`src/rtl/mac_dot_seq_if.sv`:
```
// +----------------------------------------------------------------------------+
// | mac_dot_seq_if : operand stream, control and result handshake bundle      |
// | Revision: 1.0                                                              |
// +----------------------------------------------------------------------------+
`default_nettype none

interface mac_dot_seq_if #(
  parameter int FEAT_BIT   = 16,
  parameter int WEIGHT_BIT = 8,
  parameter int ACC_BIT    = 32,
  parameter int LEN_BIT    = 8
) ();
  logic                  start;
  logic [LEN_BIT-1:0]    len;
  logic                  abort;
  logic                  busy;
  logic                  in_valid;
  logic                  in_ready;
  logic [FEAT_BIT-1:0]   in_feat;
  logic [WEIGHT_BIT-1:0] in_weight;
  logic                  out_valid;
  logic                  out_ready;
  logic [ACC_BIT-1:0]    out_data;

  modport master (
    output start, len, abort, in_valid, in_feat, in_weight, out_ready,
    input  busy, in_ready, out_valid, out_data
  );

  modport slave (
    input  start, len, abort, in_valid, in_feat, in_weight, out_ready,
    output busy, in_ready, out_valid, out_data
  );
endinterface

`default_nettype wire

```
`src/rtl/mac_dot_seq.sv`:
```
// +----------------------------------------------------------------------------+
// | mac_dot_seq : streams signed feature/weight pairs through a 16x8 multiplier|
// |               and accumulates a programmable-length dot product           |
// | Revision: 1.0                                                              |
// +----------------------------------------------------------------------------+
`default_nettype none

module mac_dot_seq #(
  parameter int FEAT_BIT   = 16,
  parameter int WEIGHT_BIT = 8,
  parameter int OUT_BIT    = 32,
  parameter int ACC_BIT    = 32,
  parameter int LEN_BIT    = 8
) (
  input  logic           clk,
  input  logic           rst_n,
  mac_dot_seq_if.slave   bus
);

  localparam int PROD_W = FEAT_BIT + WEIGHT_BIT;

  typedef enum logic [1:0] {
    IDLE  = 2'd0,
    RUN   = 2'd1,
    DRAIN = 2'd2,
    DONE  = 2'd3
  } state_t;

  state_t               state_q, state_d;
  logic [LEN_BIT-1:0]   remaining_q, remaining_d;
  logic [ACC_BIT-1:0]   acc_q, acc_d;
  logic [OUT_BIT-1:0]   prod_q, prod_d;
  logic                 prod_v_q, prod_v_d;
  logic                 busy_q, busy_d;
  logic                 in_ready_q, in_ready_d;
  logic                 out_valid_q, out_valid_d;

  logic signed [PROD_W-1:0] prod_full;
  logic [OUT_BIT-1:0]       prod_ext;
  logic [ACC_BIT-1:0]       acc_add;
  logic                     beat;

  assign prod_full = $signed(bus.in_feat) * $signed(bus.in_weight);

  generate
    if (OUT_BIT > PROD_W) begin : g_prod_ext
      assign prod_ext = {{(OUT_BIT-PROD_W){prod_full[PROD_W-1]}}, prod_full};
    end else begin : g_prod_eq
      assign prod_ext = prod_full[OUT_BIT-1:0];
    end
  endgenerate

  generate
    if (ACC_BIT > OUT_BIT) begin : g_acc_ext
      assign acc_add = {{(ACC_BIT-OUT_BIT){prod_q[OUT_BIT-1]}}, prod_q};
    end else begin : g_acc_eq
      assign acc_add = prod_q;
    end
  endgenerate

  assign beat = bus.in_valid && in_ready_q;

  always_comb begin
    state_d     = state_q;
    remaining_d = remaining_q;
    prod_d      = prod_q;
    prod_v_d    = 1'b0;
    // The registered product lands in the accumulator one edge after capture.
    acc_d       = prod_v_q ? (acc_q + acc_add) : acc_q;

    if (bus.abort) begin
      state_d     = IDLE;
      remaining_d = '0;
      acc_d       = '0;
    end else begin
      case (state_q)
        IDLE: begin
          if (bus.start) begin
            acc_d = '0;
            if (bus.len != '0) begin
              state_d     = RUN;
              remaining_d = bus.len;
            end else begin
              state_d = DONE;
            end
          end
        end
        RUN: begin
          if (beat) begin
            prod_d      = prod_ext;
            prod_v_d    = 1'b1;
            remaining_d = remaining_q - LEN_BIT'(1);
            if (remaining_q == LEN_BIT'(1)) begin
              state_d = DRAIN;
            end
          end
        end
        DRAIN: begin
          state_d = DONE;
        end
        DONE: begin
          if (bus.out_ready) begin
            state_d = IDLE;
          end
        end
        default: begin
          state_d = IDLE;
        end
      endcase
    end

    busy_d      = (state_d != IDLE);
    in_ready_d  = (state_d == RUN);
    out_valid_d = (state_d == DONE);
  end

  always_ff @(posedge clk or negedge rst_n) begin
    if (!rst_n) begin
      state_q     <= IDLE;
      remaining_q <= '0;
      acc_q       <= '0;
      prod_q      <= '0;
      prod_v_q    <= 1'b0;
      busy_q      <= 1'b0;
      in_ready_q  <= 1'b0;
      out_valid_q <= 1'b0;
    end else begin
      state_q     <= state_d;
      remaining_q <= remaining_d;
      acc_q       <= acc_d;
      prod_q      <= prod_d;
      prod_v_q    <= prod_v_d;
      busy_q      <= busy_d;
      in_ready_q  <= in_ready_d;
      out_valid_q <= out_valid_d;
    end
  end

  assign bus.busy      = busy_q;
  assign bus.in_ready  = in_ready_q;
  assign bus.out_valid = out_valid_q;
  assign bus.out_data  = acc_q;

endmodule

`default_nettype wire

```
`src/flat_wrapper.sv`:
```
// flat-port wrapper written by rule: the top's interface ports become plain ports
module mac_dot_seq_flat 
#(
  parameter int FEAT_BIT   = 16,
  parameter int WEIGHT_BIT = 8,
  parameter int OUT_BIT    = 32,
  parameter int ACC_BIT    = 32,
  parameter int LEN_BIT    = 8
)
  (clk, rst_n, bus_start, bus_len, bus_abort, bus_in_valid, bus_in_feat, bus_in_weight, bus_out_ready, bus_busy, bus_in_ready, bus_out_valid, bus_out_data);
  mac_dot_seq_if #(.FEAT_BIT(FEAT_BIT), .WEIGHT_BIT(WEIGHT_BIT), .ACC_BIT(ACC_BIT), .LEN_BIT(LEN_BIT)) bus_i ();
  input  logic clk;
  input  logic rst_n;
  input wire logic [$bits(bus_i.start)-1:0] bus_start;
  input wire logic [$bits(bus_i.len)-1:0] bus_len;
  input wire logic [$bits(bus_i.abort)-1:0] bus_abort;
  input wire logic [$bits(bus_i.in_valid)-1:0] bus_in_valid;
  input wire logic [$bits(bus_i.in_feat)-1:0] bus_in_feat;
  input wire logic [$bits(bus_i.in_weight)-1:0] bus_in_weight;
  input wire logic [$bits(bus_i.out_ready)-1:0] bus_out_ready;
  output wire logic [$bits(bus_i.busy)-1:0] bus_busy;
  output wire logic [$bits(bus_i.in_ready)-1:0] bus_in_ready;
  output wire logic [$bits(bus_i.out_valid)-1:0] bus_out_valid;
  output wire logic [$bits(bus_i.out_data)-1:0] bus_out_data;
  assign bus_i.start = bus_start;
  assign bus_i.len = bus_len;
  assign bus_i.abort = bus_abort;
  assign bus_i.in_valid = bus_in_valid;
  assign bus_i.in_feat = bus_in_feat;
  assign bus_i.in_weight = bus_in_weight;
  assign bus_i.out_ready = bus_out_ready;
  assign bus_busy = bus_i.busy;
  assign bus_in_ready = bus_i.in_ready;
  assign bus_out_valid = bus_i.out_valid;
  assign bus_out_data = bus_i.out_data;
  mac_dot_seq #(.FEAT_BIT(FEAT_BIT), .WEIGHT_BIT(WEIGHT_BIT), .OUT_BIT(OUT_BIT), .ACC_BIT(ACC_BIT), .LEN_BIT(LEN_BIT)) u_core (.clk(clk), .rst_n(rst_n), .bus(bus_i));
endmodule
```
`config.mk`:
```
export PLATFORM = sky130hd
export DESIGN_NAME = mac_dot_seq_flat
export DESIGN_NICKNAME = d
export VERILOG_FILES = /design/src/rtl/mac_dot_seq_if.sv /design/src/rtl/mac_dot_seq.sv /design/src/flat_wrapper.sv
export SDC_FILE = /design/constraint.sdc
export NUM_CORES = 1
export LEC_CHECK = 0
export BUFFER_PORTS_ARGS = -buffer_cell sky130_fd_sc_hd__buf_2
export CORE_MARGIN = 2
export CORE_UTILIZATION = 55
export DETAILED_ROUTE_END_ITERATION = 8
export GPL_TIMING_DRIVEN = 0
export PLACE_DENSITY = 0.74
export SLEW_MARGIN = 0
export SYNTH_ARGS = -nofsm -noshare
export SYNTH_HDL_FRONTEND = slang
export SYNTH_SLANG_ARGS = --single-unit
```
`constraint.sdc`:
```
create_clock -name clk -period 5.7 [get_ports clk]
set_input_delay 1.71 -clock clk [delete_from_list [all_inputs] [get_ports clk]]
set_output_delay 1.71 -clock clk [all_outputs]
set_load 0.1 [all_outputs]
```
# ---- Yosys cells after proc, flatten, opt, wreduce, memory -nomap -nowiden
# Cells that the tools add are included.
dict set report word_totals {
  reg_bits 70
}
dict set report classes {
  addsub 2
  mul 1
  n_eq_ne 9
  n_mux 19
  n_bitwise 1
  reduce_logical 7
}
# operator count
set op_table {}
lappend op_table {{two-way mux 32 bit} 4}
lappend op_table {{adder 32 bit} 1}
lappend op_table {{two-way mux 8 bit} 4}
lappend op_table {{multiplier 16 x 8 -> 24 bit} 1}
lappend op_table {{case mux 8 bit (2 select lines)} 1}
lappend op_table {{two-way mux 2 bit} 6}
lappend op_table {{== test 8 x 1 -> 1 bit, second input constant} 1}
lappend op_table {{case mux 2 bit (4 select lines)} 1}
lappend op_table {{nonzero test 8 bit} 1}
lappend op_table {{subtractor 8 x 1 -> 8 bit, second input constant} 1}
lappend op_table {{== test 2 bit, second input constant} 3}
lappend op_table {{!= test 3 x 2 -> 1 bit, second input constant} 2}
lappend op_table {{== test 2 x 1 -> 1 bit, second input constant} 2}
lappend op_table {{AND reduction 4 bit} 1}
lappend op_table {{two-way mux 1 bit} 3}
lappend op_table {{!= test 3 bit, second input constant} 1}
lappend op_table {{AND reduction 3 bit} 1}
lappend op_table {{nonzero test 3 bit} 1}
lappend op_table {{logical NOT 2 bit} 1}
lappend op_table {{nonzero test 2 bit} 1}
lappend op_table {{logical AND 1 bit} 1}
lappend op_table {{inverter 1 bit} 1}

# ---- Depth between registers and ports, before layout
dict set report depth {
  word_depth 6
  ltp_mapped 20
}

# ---- Worst setup path before layout
# OpenSTA, ideal clock, no wires.
dict set report synth_timing {
  path_type {input -> register}
  startpoint {input port bus_in_weight[7]}
  endpoint {register u_core.prod_q[20], in the netlist u_core.acc_add[20]}
  setup_time_ns 0.131
  arrival_ns 5.993
  slack_ns -0.424
  path_stages 19
  path_buffers 1
  path_cell_list {inv_1 buf_1 nor2_1 fa_1 fa_1 fa_1 inv_1 fa_1 inv_1 ha_1 o21a_1 o31a_1 nor3_1 o21ai_1 a211oi_2 o21ai_0 a21oi_1 xor2_1 o21ai_1}
}
dict set report synth_between {
  elab_chain_cells 1
}
# element line
set synth_rtl {}
lappend synth_rtl {{from (decl)} flat_wrapper.sv:19} ;# input wire logic [$bits(bus_i.in_weight)-1:0] bus_in_weight;
lappend synth_rtl {{multiplier 16 x 8 -> 24 bit} mac_dot_seq.sv:43} ;# assign prod_full = $signed(bus.in_feat) * $signed(bus.in_weight);
lappend synth_rtl {{to (signal assigned)} mac_dot_seq.sv:131} ;# prod_q <= prod_d;
lappend synth_rtl {{to (decl)} mac_dot_seq.sv:32} ;# logic [OUT_BIT-1:0] prod_q, prod_d;
# No other way between the ends.
# A chain may end at the register's enable or synchronous reset.

# ---- Worst setup path after layout
dict set report layout_timing {
  startpoint {input port bus_in_weight[2]}
  endpoint {register u_core.prod_q[20], in the netlist u_core.acc_add[20]}
}
# Same word-level chain as after synthesis.

==> results.py <==
metrics = {
    "run_status": {
        "status": "finished, violations left",
        "violations": "negative setup slack",
    },
    "placement": {
        "place_congestion": 0.929,
        "dp.cells": 1307,
        "dp_worst_setup_slack_ns": -0.706,
        "port_buffers": 72,
        "hpwl_um": 16000,
        "postPlaceCellArea_mm2": 0.00981,
    },
    "cells_and_area": {
        "design_area_mm2": 0.0105,
        "drive_above_1_share_pct": 16.5,
        "stdcell_count": 1341,
        "antennaDiodeCount": 0,
        "nNetsFinal": 1340,
        "areaGrowthSynthToFinish_pct": 16.0,
    },
    "min_path": {
        "hold_class": "register to register",
        "hold_path_depth": 2,
        "hold_end": "u_core.acc_add[0]",
        "worstHoldStart": "u_core.acc_add[0]",
    },
    "detailed_routing": {
        "routed-via-count": 7174,
        "wl_per_cell_um": 14.8,
        "drcViolationCount": 0,
        "drt_iter0_drc": 261,
        "finalWirelength_um": 19900,
        "drt-pass1-iter-count": 4,
        "ant_nets": 0,
        "via_per_inst": 5.35,
    },
    "setup_path": {
        "cp-start-kind": "input port",
        "crit_chain": "buf_12 -> buf_8 -> buf_12 -> and2_4 -> fa_1 -> fa_2 -> fa_1 -> inv_2 -> fa_1 -> inv_2 -> ha_4 -> a211o_1 -> nor3_4 -> o21ai_2 -> a211oi_2 -> o21ai_1 -> a21oi_1 -> xor2_1 -> o21ai_1",
        "required_ns": 5.90,
        "endpoint_kind": "register",
        "r2r_slack_ns": 2.64,
        "worstReg2RegStart": "u_core.bus.out_data[0]",
        "critPathTopFamily": "adder cells",
        "criticalPathCategory": "input port to register",
        "critPathMaxFanout": 5,
        "crit_path_top_delay_cell": "fa_1",
        "rr_worst_depth": 11,
        "path_common_cell": "fa_1",
        "crit_buf_inv": 5,
        "cp.arrival_ns": 5.91,
        "r2r_end": "u_core.bus.out_data[30]",
        "critPathMaxStageDelay_ns": 0.55,
    },
    "power": {
        "comb_power_share_pct": 69.3,
        "cellInternalPower_mw": 2.12,
        "pwr_density_cell_mw_per_mm2": 367,
        "p_seq_share_pct": 17.0,
        "switching_share_pct": 44.8,
        "p_leak_nw": 5.14,
        "p_clk_share_pct": 13.7,
        "power.switching_mw": 1.72,
        "vdd_ir_drop_max_mv": 0.167,
        "p_total_mw": 3.84,
    },
    "synth": {
        "async_flop_share_pct": 100,
        "synth-seq-cells": 70,
        "synth_nets": 1239,
        "synth_xor_area_share_pct": 4.75,
        "yosys.cell_types.count": 69,
        "syn_area_per_cell_um2": 8.86,
        "synthMuxAreaShare_pct": 2.33,
        "synth_enable_flop_cells": 0,
        "synth_area_mm2": 0.00903,
        "yosysSeqAreaShare_pct": 19.4,
        "synth-compound-area-share_pct": 14.0,
        "yosysWarningCount": 0,
        "yosys.area_share.simple_pct": 18.2,
        "synth_top_flop_cell": "dfrtp_1",
        "synthCells": 1019,
        "synth_fa_ha_area_share_pct": 33.9,
        "synth_top_family_by_area": "adder cells",
    },
    "floorplanning": {
        "die_h_um": 132,
        "core_mm2": 0.0159,
        "initial_core_util_pct": 56.6,
        "num_rows": 46,
        "io_pins": 73,
        "die_x_um": 132,
        "die_area_mm2": 0.0175,
    },
    "clock_tree": {
        "cts_hold_buf": 0,
        "htree_levels": 3,
        "numCtsBuffers": 9,
        "clock_latency_ns": 0.34,
        "cts-root-buf": "clkbuf_16",
        "clk_pin_slew_ns": 0.05,
        "tritoncts": "built",
        "clkSinkCount": 70,
        "clockBufferDepth": 2,
    },
    "flow_run": {
        "max_cap_viol_count": 0,
    },
    "global_route": {
        "antenna_found_initial": 0,
        "grt_pass1_wl_um": 34600,
        "grt_pass1_vias": 7360,
        "gr-total-overflow": 0,
        "grt_max_degree": 71,
        "gr-usage-all-layers_pct": 23.8,
    },
    "timing": {
        "relSlewSlack_pct": 42.2,
        "final-max-slew-violation-count": 0,
        "finalSetupViolations": 1,
        "final_hold_viol_count": 0,
        "timing.final.crit_share_pct": 100,
        "skew_ns": 0.00837,
        "worst_slack_ns": -0.0145,
        "rsz0062_at_grt": "yes",
        "setup-tns-final_ns": -0.0145,
        "tightest_slew_ns": 0.866,
        "layout_min_cycle_time_ns": 5.71,
        "fmaxAchievable_ghz": 0.175,
    },
}
## flip-flops by register name, summed over array words and instances (netlist names)
| name | flops |
|---|---|
| u_core.bus.in_ready | 1 |
| u_core.prod_v_q | 1 |
| u_core.bus.out_data | 32 |
| u_core.bus.busy | 1 |
| u_core.bus.out_valid | 1 |
| u_core.acc_add | 24 |
| u_core.remaining_q | 8 |
| u_core.state_q | 2 |
## kinds of logic (layout without fill, tap and decap cells)
family                   Yosys count  count (layout)
buffers and inverters            171             277
flip-flops                        70              70
adder cells (fa/ha/maj)          182             182
AO/OA/AOI/OAI                    194             194
AND/OR/NAND/NOR                  332             332
XOR/XNOR                          49              49
multiplexers                      21              21
## cell usage after synthesis, types with 3 or more instances
cell       number  area [µm²]
o21bai_1        4        30.0
nor3_1          9        45.0
fa_1          104        2080
dfrtp_1        70        1750
inv_1         140         526
and2_1         90         563
a21o_1         16         120
o31ai_1         7        52.6
clkbuf_1       23        86.3
nand4_1         7        43.8
a211oi_1        6        45.0
or3_1           3        18.8
nor2b_1         7        43.8
mux2i_1        21         210
a31oi_1         5        31.3
buf_2           3        15.0
nand2b_1       10        62.6
nand3_1        13        65.1
o21ai_1        15        75.1
a22oi_1         3        22.5
xor2_1         22         193
o21a_1          3        22.5
o21ai_0        46         230
nand2_1        98         368
a211oi_2        3        37.5
xnor2_1        27         236
o2111ai_1       3        26.3
and3_1          7        43.8
a21oi_1        52         260
o211ai_1        3        22.5
nor2_1         70         263
nand3b_1        3        22.5
nor4_1          6        37.5
ha_1           78         976
## worst max path at each step
stage / startpoint / endpoint / slack [ns] / depth (start not counted)
after floorplan: bus_in_weight[3] / u_core.acc_add[19] / 0.005 / 17
after global placement: bus_in_weight[7] / u_core.acc_add[22] / -0.61 / 20
after detailed placement: bus_in_weight[7] / u_core.acc_add[22] / -0.71 / 20
after CTS: bus_in_weight[2] / u_core.acc_add[22] / -0.04 / 19
after global routing: bus_in_weight[7] / u_core.acc_add[20] / -0.15 / 19
final: bus_in_weight[2] / u_core.acc_add[20] / -0.01 / 19
## power groups by stage
stage          Combinational (mW)  Sequential (mW)  Clock (mW)
6_report                     2.66            0.653       0.526
4_1_cts                      2.48            0.652       0.534
3_5_place_dp                 2.35            0.661           0
2_1_floorplan                1.90            0.657           0
3_3_place_gp                 2.30            0.655           0
5_1_grt                      3.01            0.664       0.556
## worst register-to-register path, cell delays in order (launching register included)
cell and delay [ns]:
dfrtp_1 0.39, ha_1 0.25, fa_1 0.43, a211oi_1 0.34
o21a_1 0.26, nand2_1 0.11, a31oi_2 0.24, a21o_1 0.24
o31ai_1 0.14, o41ai_2 0.26, xor2_1 0.17, o21ai_1 0.09
## repair_timing
| item | 4_1_cts | 5_1_grt |
|---|---|---|
| resized for setup | 44 | 29 |
| pin swaps | 36 | 29 |
| setup endpoints to repair | 8 | 8 |
| buffers inserted | 19 | 2 |
## layout by cell type (no fill, tap or decap), drive strengths merged, types with 4 or more instances in the layout
master	count
dfrtp	70
and2	90
xnor2	27
nand3	13
a21oi	53
nand4	7
nor2	70
and3	7
nor3	10
a31oi	7
o21a	4
nand2	99
o31ai	9
xor2	22
a21o	17
buf	99
nand2b	10
o21bai	6
nor4	6
ha	78
inv	139
o21ai	62
clkbuf	32
nor2b	7
mux2i	21
a211oi	10
fa	104
## through the flow
stage | hold slack, ns | util [%]
final | 0.479 | 65.7
after global routing | 0.512 | 65.7
after CTS | 0.492 | 65.1
after detailed placement | 0.480 | 61.5
after global placement | 0.469 | 61.5
after floorplan | 0.443 | -
## per-layer routing
| metal | GRT usage (%) | share of wire (%) | up-vias |
|---|---|---|---|
| met4 | 8.03 | 2.3 | 0 |
| met3 | 2.69 | 3.6 | 31 |
| met5 | 0 | 0 | - |
| met1 | 31.7 | 46 | 3429 |
| li1 | - | - | 3556 |
| met2 | 40.6 | 48 | 158 |
## final cells by class
type,instances,area [µm²]
multi-input cells,778,6840
clock inverters,5,33.8
well taps,216,270
inverters,140,529
flip-flops and latches,70,1750
repair buffers,92,588
fillers,1336,5470
plain buffers,29,204
clock buffers,11,253
Power figures use the tool's default switching activity.
